File: config.mk
export PLATFORM = sky130hd
export DESIGN_NAME = cmp_seq_ctrl
export DESIGN_NICKNAME = d
export VERILOG_FILES = /design/src/rtl/cmp_pkg.sv /design/src/rtl/mag4_slice.sv /design/src/rtl/cmp_seq_ctrl.sv
export SDC_FILE = /design/constraint.sdc
export NUM_CORES = 1
export LEC_CHECK = 0
export CAP_MARGIN = 30
export CORE_MARGIN = 2
export CORE_UTILIZATION = 40
export DETAILED_ROUTE_END_ITERATION = 12
export PLACE_DENSITY = 0.67
export SLEW_MARGIN = 20
export SYNTH_ARGS = -nofsm -noshare
export SYNTH_HDL_FRONTEND = slang
export SYNTH_SLANG_ARGS = --single-unit
export TNS_END_PERCENT = 10
File: constraint.sdc
create_clock -name clk -period 3.6 [get_ports clk]
set_clock_uncertainty 0.2 [all_clocks]
set_input_delay 0.54 -clock clk [delete_from_list [all_inputs] [get_ports clk]]
set_output_delay 0.54 -clock clk [all_outputs]
set_load 0.05 [all_outputs]
File: src/rtl/cmp_pkg.sv
// cmp_pkg: shared types and constants for the iterative magnitude-compare controller
package cmp_pkg;
   typedef enum logic [1:0] {IDLE, RUN, DONE} cmp_state_t;
   localparam int SLICE_W = 4;
   typedef struct packed {
      logic lt;
      logic eq;
      logic gt;
   } cmp_res_t;
endpackage

File: src/rtl/mag4_slice.sv
// mag4_slice: combinational 4-bit cascadable magnitude compare
module mag4_slice
   import cmp_pkg::*;
(
   input  logic [SLICE_W-1:0] i_a,
   input  logic [SLICE_W-1:0] i_b,
   input  logic               i_lt,
   input  logic               i_eq,
   input  logic               i_gt,
   output logic               o_lt,
   output logic               o_eq,
   output logic               o_gt
);
   logic w_same;
   always_comb begin
      w_same = i_a == i_b;
      o_lt   = (i_a < i_b) | (w_same & i_lt);
      o_eq   = w_same & i_eq;
      o_gt   = (i_a > i_b) | (w_same & i_gt);
   end
endmodule

File: src/rtl/cmp_seq_ctrl.sv
// cmp_seq_ctrl: compares wide operands one nibble per cycle, MSB nibble first,
// stopping at the first differing nibble.
module cmp_seq_ctrl
   import cmp_pkg::*;
#(
   parameter int WIDTH = 16
) (
   input  logic             clk,
   input  logic             rst,
   input  logic             i_in_valid,
   output logic             o_in_ready,
   input  logic [WIDTH-1:0] i_a,
   input  logic [WIDTH-1:0] i_b,
   input  logic             i_sgn,
   output logic             o_out_valid,
   input  logic             i_out_ready,
   output logic             o_lt,
   output logic             o_eq,
   output logic             o_gt
);
   localparam int NSLICES = WIDTH / SLICE_W;
   localparam int IW      = NSLICES > 1 ? $clog2(NSLICES) : 1;

   cmp_state_t         r_state, w_state_n;
   logic [WIDTH-1:0]   r_a, r_b;
   logic               r_sgn;
   logic [IW-1:0]      r_idx;
   cmp_res_t           r_res, w_res;
   logic [SLICE_W-1:0] w_na, w_nb;
   logic               w_flip, w_fin;

   // Flipping the sign bit of the top nibble maps two's-complement order onto unsigned order.
   always_comb begin
      w_flip = r_sgn & (r_idx == IW'(NSLICES - 1));
      w_na   = r_a[r_idx*SLICE_W +: SLICE_W] ^ {w_flip, 3'b000};
      w_nb   = r_b[r_idx*SLICE_W +: SLICE_W] ^ {w_flip, 3'b000};
   end

   // Higher nibbles were all equal to reach here, so the cascade is a constant eq.
   mag4_slice u_slice (
      .i_a  (w_na),
      .i_b  (w_nb),
      .i_lt (1'b0),
      .i_eq (1'b1),
      .i_gt (1'b0),
      .o_lt (w_res.lt),
      .o_eq (w_res.eq),
      .o_gt (w_res.gt)
   );

   always_comb begin
      w_fin       = w_res.lt | w_res.gt | (r_idx == '0);
      w_state_n   = r_state;
      o_in_ready  = r_state == IDLE;
      o_out_valid = r_state == DONE;
      o_lt        = r_res.lt;
      o_eq        = r_res.eq;
      o_gt        = r_res.gt;
      case (r_state)
         IDLE:    w_state_n = i_in_valid ? RUN : IDLE;
         RUN:     w_state_n = w_fin ? DONE : RUN;
         DONE:    w_state_n = i_out_ready ? IDLE : DONE;
         default: w_state_n = IDLE;
      endcase
   end

   always_ff @(posedge clk) begin
      if (rst) r_state <= IDLE;
      else     r_state <= w_state_n;
   end

   always_ff @(posedge clk) begin
      if (rst) begin
         r_a   <= '0;
         r_b   <= '0;
         r_sgn <= 1'b0;
         r_idx <= '0;
         r_res <= '0;
      end else if (r_state == IDLE && i_in_valid) begin
         r_a   <= i_a;
         r_b   <= i_b;
         r_sgn <= i_sgn;
         r_idx <= IW'(NSLICES - 1);
      end else if (r_state == RUN) begin
         if (w_fin) r_res <= w_res;
         else       r_idx <= r_idx - IW'(1);
      end else if (r_state == DONE && i_out_ready) begin
         r_res <= '0;
      end
   end
endmodule

# --- Word-level counts from Yosys, hierarchy flattened ---
# Cells that the tools add are included.
# W data, S select, Z words.
totals:
  ff_bits: 40
  latchBits: 0
  ramBits: 0
  mem_bits_ro: 0
  input_bits: 37
  output_inout_bits: 5
  elab_cells: 43
  memories: 0
classes:
  n_addsub: 1
  multipliers: 0
  div: 0
  magnitude_cmp: 2
  eq_ne: 6
  n_shift: 2
  muxes: 10
  n_bitwise: 6
  reduce_logical: 8
ops:
  columns: ["operator", "n"]
  rows:
  - ["$shiftx A16 B5 Y4", 2]
  - ["$mux W2", 5]
  - ["$mux W3", 3]
  - ["$xor A4 B4 Y4", 2]
  - ["$pmux W2 S3", 1]
  - ["$eq A2 B2 Y1 const B", 2]
  - ["$eq A4 B4 Y1", 1]
  - ["$gt A4 B4 Y1", 1]
  - ["$logic_not A2 Y1", 2]
  - ["$lt A4 B4 Y1", 1]
  - ["$reduce_bool A2 Y1", 2]
  - ["$reduce_and A3 Y1", 1]
  - ["$eq A2 B1 Y1 const B", 1]
  - ["$logic_and A1 B1 Y1", 2]
  - ["$ne A2 B1 Y1 const B", 1]
  - ["$ne A2 B2 Y1 const B", 1]
  - ["$or A1 B1 Y1", 2]
  - ["$reduce_and A2 Y1", 1]
  - ["$sub A2 B1 Y2 const B", 1]
  - ["$and A1 B1 Y1", 1]
  - ["$mux W1", 1]
  - ["$not A1 Y1", 1]

# --- Depth between registers and ports, before layout ---
# Gate-level depths: netlist of the first run.
logic_depth:
  depth_word: 9
  ltp_mapped: 8
  ltp_nobuf: 8

# --- By module ---
# From an unflattened synthesis of the first run, not the netlist that was laid out.
hier_totals:
  cells_unflattened: 214
  area_unflattened_um2: 1894.3
by_module_without_submodules:
  columns: ["mod", "instances", "cells_per_inst", "area_per_inst_um2", "seq_area_each_um2"]
  rows:
  - ["cmp_seq_ctrl", 1, 197, 1756.7, 800.8]
  - ["mag4_slice", 1, 17, 137.6, 0.0]

# --- Worst setup path before layout of the first run ---
# Ideal clock, no wire load.
synth_timing:
  kind: "reg2reg"
  start: "register r_idx[0]"
  end: "register r_idx[1]"
  setup_time_ns: 0.131
  arrival_time_ns: 2.292
  required_time_ns: 3.269
  slack_ns: 0.978
  path_stages_with_launch: 9
  path_buffers: 1
  period_less_slack_ns: 2.622
  path_cell_list: "dfxtp_1 -> buf_4 -> mux4_2 -> xnor2_1 -> ha_1 -> a21o_1 -> o311ai_2 -> o211ai_1 -> nor3b_1"
synth_via:
  elab_chain_cells: 8
  elab_cells_between_ends: 17
  cone_classes: "add/sub: 1; order compare: 2; eq/ne: 2; shift: 2; mux: 3; bitwise: 5; reduce/logical: 2"
synth_rtl:
  columns: ["element", "line", "text"]
  rows:
  - ["from (decl)", "cmp_seq_ctrl.sv:27", "logic [IW-1:0] r_idx;"]
  - ["from (signal assigned)", "cmp_seq_ctrl.sv:83", "r_idx <= IW'(NSLICES - 1);"]
  - ["from (signal assigned)", "cmp_seq_ctrl.sv:86", "else r_idx <= r_idx - IW'(1);"]
  - ["parallel branches: the longest is 8 deep, another holds $lt A4 B4 Y1", null, null]
# Several ways; the timed one is not identified. The select of a mux whose other input is x is not followed.
# A chain may end at the register's enable or synchronous reset.

# --- Worst setup path after layout of the first run ---
layout_timing:
  start: "register r_idx[0]"
  end: "register r_idx[0]"
# Same word-level chain as after synthesis.

==> results.py, run 1 <==
metrics = {
    "worst_setup_path": {
        "slowest_delay_ns": 0.52,
        "path_cells": "buf_4 -> mux4_2 -> ha_1 -> and4_4 -> nand2b_4 -> or3_1 -> a31oi_1",
        "r2r_start": "r_idx[0]",
        "r2r_slack_ns": 0.87,
        "slowest_stage": "mux4_2",
        "path_delay_family": "simple AND/OR/NAND/NOR gates",
        "end_kind": "flip-flop",
        "crit_buf_inv": 1,
        "cp_max_fo": 8,
        "timing.rr.end": "r_idx[0]",
        "worstPathArrival_ns": 2.74,
        "worstSetupPathType": "flip-flop to flip-flop",
        "ff2ff_path_depth": 7,
        "required_ns": 3.61,
        "start_kind": "flip-flop",
    },
    "place": {
        "gp_congestion": 0.849,
        "placedCellCount": 296,
        "post-dp-hpwl_um": 2760,
        "portBuffers": 41,
        "pre_cts_ws_ns": 0.904,
    },
    "timing": {
        "max_freq_ghz": 0.366,
        "hold_slack_ns": 0.258,
        "final.setup.tns_ns": 0,
        "finalHoldViolCount": 0,
        "tightestPinTransition_ns": 0.665,
        "rsz0062_at_grt": "no",
        "post-route-min-period_ns": 2.73,
        "final.setup.worst_slack_ns": 0.868,
        "post-route-period-util_pct": 75.9,
        "slew_headroom_pct": 55.5,
        "finalMaxSlewViolations": 0,
        "finalSetupViolations": 0,
    },
    "drt": {
        "route.detailed.drc": 0,
        "viasPerCell": 5.04,
        "vias": 1533,
        "wl_per_cell_um": 12.2,
        "ant_nets": 0,
        "drt_iter0_markers": 44,
        "routed_wl_um": 3720,
        "drt-pass1-iter-count": 4,
    },
    "global_route": {
        "grt_max_degree": 34,
        "globalRouteOverflowTotal": 0,
        "track_usage_pct": 16.4,
        "grt_pass1_vias": 1453,
        "antenna_found_initial": 0,
        "grt_pass1_wl_um": 6600,
    },
    "clocking": {
        "cts-buffers-inserted": 5,
        "cts_setup_buffers": 0,
        "cts_resized": 0,
        "h-tree-depth": 2,
        "clockBufferDepth": 2,
        "ctsHoldBuffers": 0,
        "path_clk_slew_ns": 0.08,
        "cts_sinks": 40,
        "cts-root-buf": "clkbuf_8",
        "clock_latency_ns": 0.29,
        "cts_tree": "built",
    },
    "logic_synthesis": {
        "syn_area_mm2": 0.00184,
        "async_flop_share_pct": 0,
        "ys_seq_area_share_pct": 43.4,
        "synth_nets": 255,
        "yosys_warnings": 0,
        "synth_area_per_cell_um2": 8.70,
        "ys_ff_latch": 40,
        "synth-edff-count": 0,
        "ys.flop_type": "dfxtp_1",
        "synth_cell_types": 35,
        "syn_inst": 212,
    },
    "hold_path": {
        "worstHoldStart": "r_b[14]",
        "hold_depth": 2,
        "hold_end": "r_b[14]",
        "holdCritPathClass": "flip-flop to flip-flop",
    },
    "outcome": {
        "status": "finished, final reports clean",
    },
    "flow_run": {
        "drv_cap": 0,
    },
    "pwr": {
        "p_leak_nw": 0.919,
        "p_per_area_mw_per_mm2": 589,
        "ir_worst_vdd_mv": 0.270,
    },
    "finish": {
        "final_util_pct": 55.6,
        "num_antenna_cells": 0,
        "nets": 294,
        "syn_to_final_growth_pct": 32.2,
        "layout_commonest_cell": "nand2_1",
        "layout_common_cells": "nand2_1, clkdlybuf4s50_1, dfxtp_1",
        "fillers": 415,
        "stdcell_count": 304,
        "drive_above_1_share_pct": 9.92,
    },
    "die": {
        "core_mm2": 0.00438,
        "die_h_um": 71.9,
        "rows": 24,
        "initial_utilization_pct": 42.1,
        "fp.dieW_um": 71.9,
        "fp.dieArea_mm2": 0.00517,
        "io_pins": 42,
    },
}
## state kept, by name, summed over array words and instances (netlist names)
register	cells
r_b	16
r_idx	2
o_lt	1
r_a	16
r_sgn	1
o_eq	1
o_gt	1
r_state	2
## Yosys cell counts (2+ instances only)
master / count / area, um2
nor2b_1: 2 / 12.5
clkbuf_1: 3 / 11.3
nand2b_1: 4 / 25.0
ha_1: 6 / 75.1
mux4_2: 8 / 180
a21oi_1: 35 / 175
nor3_1: 2 / 10.0
buf_4: 4 / 30.0
inv_1: 8 / 30.0
dfxtp_1: 40 / 801
nor2_1: 3 / 11.3
buf_2: 5 / 25.0
o211ai_1: 3 / 22.5
nand2_1: 68 / 255
## tightest hold or removal path, cell delays in order, from the launching register on
cell and delay (ns):
dfxtp_1 0.31, nand2_1 0.05, a21oi_1 0.05
## cells by family (layout without fill, tap and decap cells)
| kind of cell | Yosys count | after routing | share of synthesized area [%] |
|---|---|---|---|
| simple gates | 86 | 86 | 20.2 |
| buf+inv | 21 | 61 | 5.43 |
| compound gates | 49 | 49 | 16.1 |
| flops | 40 | 40 | 43.4 |
| mux | 8 | 8 | 9.77 |
| fa+ha+maj | 6 | 6 | 4.07 |
| xor+xnor | 2 | 2 | 0.950 |
## how the worst max path moves through the flow
stage             start  endpoint  cells after the start
6_report       r_idx[0]  r_idx[0]                      7
5_1_grt        r_idx[0]  r_idx[0]                      7
4_1_cts        r_idx[0]  r_idx[0]                      7
3_5_place_dp   r_idx[0]  r_idx[0]                      7
3_3_place_gp   r_idx[0]  r_idx[0]                      7
2_1_floorplan  r_idx[0]  r_idx[1]                      8
## layout make-up
type / count / area [um2] / area share, %
Multi-Input combinational cell: 151 / 943 / 38.7
Clock inverter: 3 / 90.1 / 3.69
Timing Repair Buffer: 45 / 440 / 18.1
Sequential cell: 40 / 801 / 32.8
Clock buffer: 5 / 68.8 / 2.82
Tap cell: 52 / 65.1 / 2.67
Inverter: 8 / 30.0 / 1.23
## stage by stage
| step | area [um2] | total power, W |
|---|---|---|
| global route | 2440 | 0.00152 |
| detailed placement | 2280 | 0.000948 |
| finish | 2440 | 0.00144 |
| floorplan | 1840 | 0.000836 |
| global placement | 2280 | 0.000943 |
| CTS | 2440 | 0.00145 |
## where the power goes
part	internal (W)	switching (W)
Sequential	0.000493	0.0000387
Clock	0.000347	0.000153
Combinational	0.000189	0.000217
Total	0.00103	0.000409
## metal layers
layer,wire length [um],global-route usage [%]
met5,0,0
met1,1720,21.8
met2,1750,25.8
met4,62,6.29
met3,184,4.31
No activity file was read; power rests on OpenSTA's default activity.
==> run 2: changes to the inputs <==
--- a/config.mk
+++ b/config.mk
@@ -9,7 +9,7 @@
 export CORE_MARGIN = 2
 export CORE_UTILIZATION = 40
 export DETAILED_ROUTE_END_ITERATION = 12
-export PLACE_DENSITY = 0.67
+export PLACE_DENSITY = 0.7
 export SLEW_MARGIN = 20
 export SYNTH_ARGS = -nofsm -noshare
 export SYNTH_HDL_FRONTEND = slang
==> constraint.sdc (replaced) <==
create_clock -name clk -period 2.3 [get_ports clk]
set_clock_uncertainty 0.2 [all_clocks]
set_input_delay 0.345 -clock clk [delete_from_list [all_inputs] [get_ports clk]]
set_output_delay 0.345 -clock clk [all_outputs]
set_load 0.05 [all_outputs]
==> results.py, run 2 (synthesized netlist as in run 1, its figures left out) <==
metrics = {
    "outcome": {
        "status": "finished, violations left",
        "violations": "negative setup slack",
    },
    "clocking": {
        "cts-root-buf": "clkbuf_8",
        "clockBufferDepth": 2,
        "cts-buffers-inserted": 5,
        "clock_latency_ns": 0.30,
        "ctsHoldBuffers": 0,
        "cts_sinks": 40,
        "path_clk_slew_ns": 0.08,
        "cts_tree": "built",
        "h-tree-depth": 2,
    },
    "finish": {
        "reg.largest.list": "r_a (16), r_b (16)",
        "syn_to_final_growth_pct": 37.8,
        "drive_above_1_share_pct": 17.6,
        "fillers": 395,
        "final_area_mm2": 0.00254,
        "num_antenna_cells": 0,
        "layout_commonest_cell": "nand2_1",
        "final_util_pct": 58.0,
        "layout_common_cells": "nand2_1, clkdlybuf4s50_1, dfxtp_1",
        "nets": 304,
    },
    "worst_setup_path": {
        "worstSetupPathType": "flip-flop to flip-flop",
        "worstPathArrival_ns": 2.57,
        "timing.rr.end": "r_idx[1]",
        "required_ns": 2.29,
        "endpoint": "r_idx[1]",
        "end_kind": "flip-flop",
        "r2r_slack_ns": -0.28,
        "start_kind": "flip-flop",
        "ff2ff_path_depth": 7,
        "cp_max_fo": 5,
        "r2r_start": "r_idx[0]",
        "critPathLaunch": "r_idx[0]",
    },
    "timing": {
        "post-route-period-util_pct": 112,
        "rsz0062_at_grt": "yes",
        "tightestPinTransition_ns": 0.501,
        "finalHoldViolCount": 0,
        "finalSetupViolations": 7,
        "final.setup.worst_slack_ns": -0.278,
        "finalMaxSlewViolations": 0,
        "max_freq_ghz": 0.388,
        "hold_slack_ns": 0.257,
        "slew_headroom_pct": 66.6,
        "post-route-min-period_ns": 2.58,
    },
    "global_route": {
        "antenna_found_initial": 0,
        "grt_pass1_wl_um": 7050,
        "globalRouteOverflowTotal": 0,
        "track_usage_pct": 17.7,
        "grt_pass1_vias": 1562,
        "grt_max_degree": 36,
    },
    "pwr": {
        "combPwrFrac_pct": 37.4,
        "p_leak_nw": 0.956,
        "sequentialPowerShare_pct": 39.3,
        "pwr-share-clk_pct": 23.3,
        "p_total_w": 0.00211,
        "ir_worst_vdd_mv": 0.435,
        "switchingPower_w": 0.000707,
        "p_int_w": 0.00140,
        "p_per_area_mw_per_mm2": 830,
        "p_sw_share_pct": 33.5,
    },
    "die": {
        "fp.dieW_um": 71.9,
        "rows": 24,
        "core_mm2": 0.00438,
        "die_h_um": 71.9,
        "fp.dieArea_mm2": 0.00517,
        "initial_utilization_pct": 42.1,
        "io_pins": 42,
    },
    "drt": {
        "drt-pass1-iter-count": 4,
        "route.detailed.drc": 0,
        "viasPerCell": 5.17,
        "ant_nets": 0,
        "wl_per_cell_um": 13.4,
        "drt_iter0_markers": 97,
        "vias": 1622,
        "routed_wl_um": 4220,
    },
    "place": {
        "pre_cts_ws_ns": -0.265,
        "portBuffers": 41,
        "gp_congestion": 0.908,
        "placed_cell_area_mm2": 0.00235,
        "post-dp-hpwl_um": 3030,
    },
    "flow_run": {
        "drv_cap": 0,
    },
    "hold_path": {
        "holdCritPathClass": "flip-flop to flip-flop",
    },
}
==> run 2: cell count changes in the layout (fill, tap and decap cells not counted), sizes merged <==
cell,change
dlymetal6s2s,+1
clkdlybuf4s50,-2
clkbuf,+2
bufinv,-3
clkinvlp,+1
buf,+11
==> run 2: per-stage QoR <==
stage                     setup TNS (ns)  cells
after detailed placement           -1.24    305
after floorplan                   -0.901    212
final                              -1.15    314
after CTS                          -1.10    314
after global routing               -1.97    314
after global placement            -0.816    305
==> run 2: power groups by stage <==
stage                     Combinational [W]  Clock, W  Sequential (W)
after floorplan                    0.000460         0        0.000852
after global placement             0.000688         0        0.000841
after detailed placement           0.000704         0        0.000843
after CTS                          0.000753  0.000498        0.000829
after global routing               0.000863  0.000522        0.000839
final                              0.000789  0.000491        0.000829
==> run 2: timing repair <==
| action | CTS | global route |
|---|---|---|
| resized for setup | 8 | 8 |
| endpoints found under the setup margin | 7 | 8 |
| buffers inserted | 1 | 0 |
| pin swaps | 4 | 5 |
==> run 2: metal layers <==
metal  track usage, %  vias up  wire length, um
met5                0        -                0
met4             7.55        0               86
met3             3.89        9              165
met2             30.9       34             2170
met1             21.1      763             1800
li1                 -      816                -
==> run 2: critical path, cell delays in order, from the launching register on <==
cell,delay (ns)
dfxtp_4,0.39
mux4_2,0.53
xnor2_2,0.23
ha_4,0.25
a21o_1,0.21
o311ai_4,0.38
o211ai_1,0.12
nor3b_1,0.16
==> run 2: final cells by class <==
type                    instances  area [um2]  share of cell area, %
well taps                      52        65.1                   2.56
inverters                       8        30.0                   1.18
clock buffers                   7        86.3                   3.40
flip-flops and latches         40         805                   31.7
multi-input cells             151        1030                   40.5
clock inverters                 1        7.51                  0.295
repair buffers                 55         519                   20.4
==> run 2: how the worst min path moves through the flow <==
| stage | start | to | cells after the start |
|---|---|---|---|
| final | r_a[14] | r_a[14] | 2 |
| after global routing | r_b[11] | r_b[11] | 2 |
| after CTS | r_b[6] | r_b[6] | 2 |
| after detailed placement | r_b[6] | r_b[6] | 2 |
| after global placement | r_b[7] | r_b[7] | 2 |
| after floorplan | r_a[10] | r_a[10] | 2 |
==> run 3: changes to the inputs <==
--- a/config.mk
+++ b/config.mk
@@ -6,10 +6,10 @@
 export NUM_CORES = 1
 export LEC_CHECK = 0
 export CAP_MARGIN = 30
-export CORE_MARGIN = 2
 export CORE_UTILIZATION = 40
 export DETAILED_ROUTE_END_ITERATION = 12
 export PLACE_DENSITY = 0.7
+export SETUP_SLACK_MARGIN = 0.05
 export SLEW_MARGIN = 20
 export SYNTH_ARGS = -nofsm -noshare
 export SYNTH_HDL_FRONTEND = slang
==> results.py, run 3 (synthesized netlist as in run 1, its figures left out) <==
metrics = {
    "outcome": {
        "status": "finished, violations left",
        "violations": "negative setup slack",
    },
    "pwr": {
        "switchingPower_w": 0.000669,
        "p_per_area_mw_per_mm2": 811,
        "p_sw_share_pct": 33.3,
        "p_int_w": 0.00134,
        "pwr-share-clk_pct": 21.8,
        "p_leak_nw": 0.938,
        "ir_worst_vdd_mv": 0.369,
        "combPwrFrac_pct": 37.0,
        "sequentialPowerShare_pct": 41.2,
    },
    "drt": {
        "routed_wl_um": 3880,
        "ant_nets": 0,
        "vias": 1595,
        "wl_per_cell_um": 12.4,
        "drt_iter0_markers": 42,
        "drt-pass1-iter-count": 4,
        "viasPerCell": 5.10,
        "route.detailed.drc": 0,
    },
    "die": {
        "fp.dieArea_mm2": 0.00489,
        "die_h_um": 69.9,
        "core_mm2": 0.00438,
        "initial_utilization_pct": 42.1,
        "rows": 24,
        "fp.dieW_um": 69.9,
        "io_pins": 42,
    },
    "hold_path": {
        "holdCritPathClass": "flip-flop to flip-flop",
        "worstHoldStart": "r_a[3]",
        "hold_depth": 2,
        "hold_end": "r_a[3]",
    },
    "finish": {
        "reg.largest.list": "r_a (16), r_b (16)",
        "syn_to_final_growth_pct": 34.4,
        "nets": 304,
        "layout_common_cells": "nand2_1, clkdlybuf4s50_1, dfxtp_1",
        "layout_commonest_cell": "nand2_1",
        "stdcell_count": 313,
        "drive_above_1_share_pct": 14.9,
        "num_antenna_cells": 0,
        "final_util_pct": 56.5,
        "fillers": 408,
        "final_area_mm2": 0.00248,
    },
    "worst_setup_path": {
        "worstPathArrival_ns": 2.47,
        "ff2ff_path_depth": 8,
        "start_kind": "flip-flop",
        "r2r_slack_ns": -0.18,
        "worstSetupPathType": "flip-flop to flip-flop",
        "cp_max_fo": 4,
        "required_ns": 2.29,
        "end_kind": "flip-flop",
        "r2r_start": "r_idx[0]",
        "timing.rr.end": "o_lt",
    },
    "place": {
        "placedCellCount": 305,
        "gp_congestion": 0.834,
        "pre_cts_ws_ns": -0.223,
        "post-dp-hpwl_um": 2930,
        "portBuffers": 41,
        "placed_cell_area_mm2": 0.00235,
    },
    "global_route": {
        "grt_max_degree": 20,
        "antenna_found_initial": 0,
        "globalRouteOverflowTotal": 0,
        "grt_pass1_vias": 1523,
        "track_usage_pct": 17.9,
        "grt_pass1_wl_um": 6870,
    },
    "flow_run": {
        "drv_cap": 0,
    },
    "clocking": {
        "clock_latency_ns": 0.29,
        "path_clk_slew_ns": 0.07,
        "cts_tree": "built",
        "cts_sinks": 40,
        "h-tree-depth": 2,
        "cts-buffers-inserted": 5,
        "ctsHoldBuffers": 0,
        "clockBufferDepth": 2,
        "cts-root-buf": "clkbuf_8",
    },
    "timing": {
        "post-route-period-util_pct": 108,
        "rsz0062_at_grt": "yes",
        "finalMaxSlewViolations": 0,
        "finalSetupViolations": 7,
        "post-route-min-period_ns": 2.48,
        "tightestPinTransition_ns": 0.492,
        "hold_slack_ns": 0.257,
        "final.setup.worst_slack_ns": -0.180,
        "max_freq_ghz": 0.403,
        "finalHoldViolCount": 0,
        "slew_headroom_pct": 67.1,
    },
}
## run 3: cell type report
type | count | area, um2 | area share (%)
well taps | 52 | 65.1 | 2.62
multi-input cells | 151 | 982 | 39.6
repair buffers | 55 | 519 | 20.9
inverters | 8 | 30.0 | 1.21
clock inverters | 1 | 5.00 | 0.202
clock buffers | 6 | 72.6 | 2.93
flip-flops and latches | 40 | 805 | 32.5
## run 3: worst max-delay path by stage
| stage | to | slack, ns | from | cells past startpoint |
|---|---|---|---|---|
| floorplan | r_idx[1] | -0.19 | r_idx[0] | 8 |
| finish | o_lt | -0.18 | r_idx[0] | 8 |
| global route | r_idx[1] | -0.27 | r_idx[0] | 7 |
| global placement | r_idx[1] | -0.15 | r_idx[0] | 7 |
| detailed placement | r_idx[0] | -0.22 | r_idx[0] | 7 |
| CTS | o_lt | -0.17 | r_idx[0] | 8 |
## run 3: through the flow
stage	setup TNS [ns]	power [W]
2_1_floorplan	-0.901	0.00131
3_3_place_gp	-0.734	0.00152
3_5_place_dp	-1.12	0.00154
4_1_cts	-0.912	0.00202
5_1_grt	-1.59	0.00213
6_report	-0.875	0.00201
## run 3: power by group through the flow
stage / clock, W / combinational [W] / sequential [W]
CTS: 0.000446 / 0.000745 / 0.000827
global route: 0.000476 / 0.000816 / 0.000838
global placement: 0 / 0.000684 / 0.000841
finish: 0.000438 / 0.000744 / 0.000828
floorplan: 0 / 0.000460 / 0.000852
detailed placement: 0 / 0.000699 / 0.000841
## run 3: routing by layer
metal | up-vias | global-route usage, % | share of wire (%)
met5 | - | 0 | 0
met1 | 743 | 21.8 | 45
met4 | 0 | 10.7 | 2.8
met2 | 30 | 29.4 | 49
li1 | 815 | - | -
met3 | 7 | 3.17 | 3.0
## run 3: worst max-delay path, stage by stage, from the launching register on
cell,delay (ns)
dfxtp_4,0.38
mux4_2,0.51
xnor2_1,0.14
ha_1,0.33
a21o_1,0.23
buf_4,0.16
nor2_4,0.10
a2bb2oi_2,0.08
a31o_2,0.24
## run 3: what timing repair did
item | in CTS | in global routing
cloned | 0 | 0
endpoints found under the setup margin | 7 | 7
pin swaps | 6 | 0
buffers inserted | 1 | 0
hold endpoints to repair | 0 | 0
gates resized for setup | 11 | 0
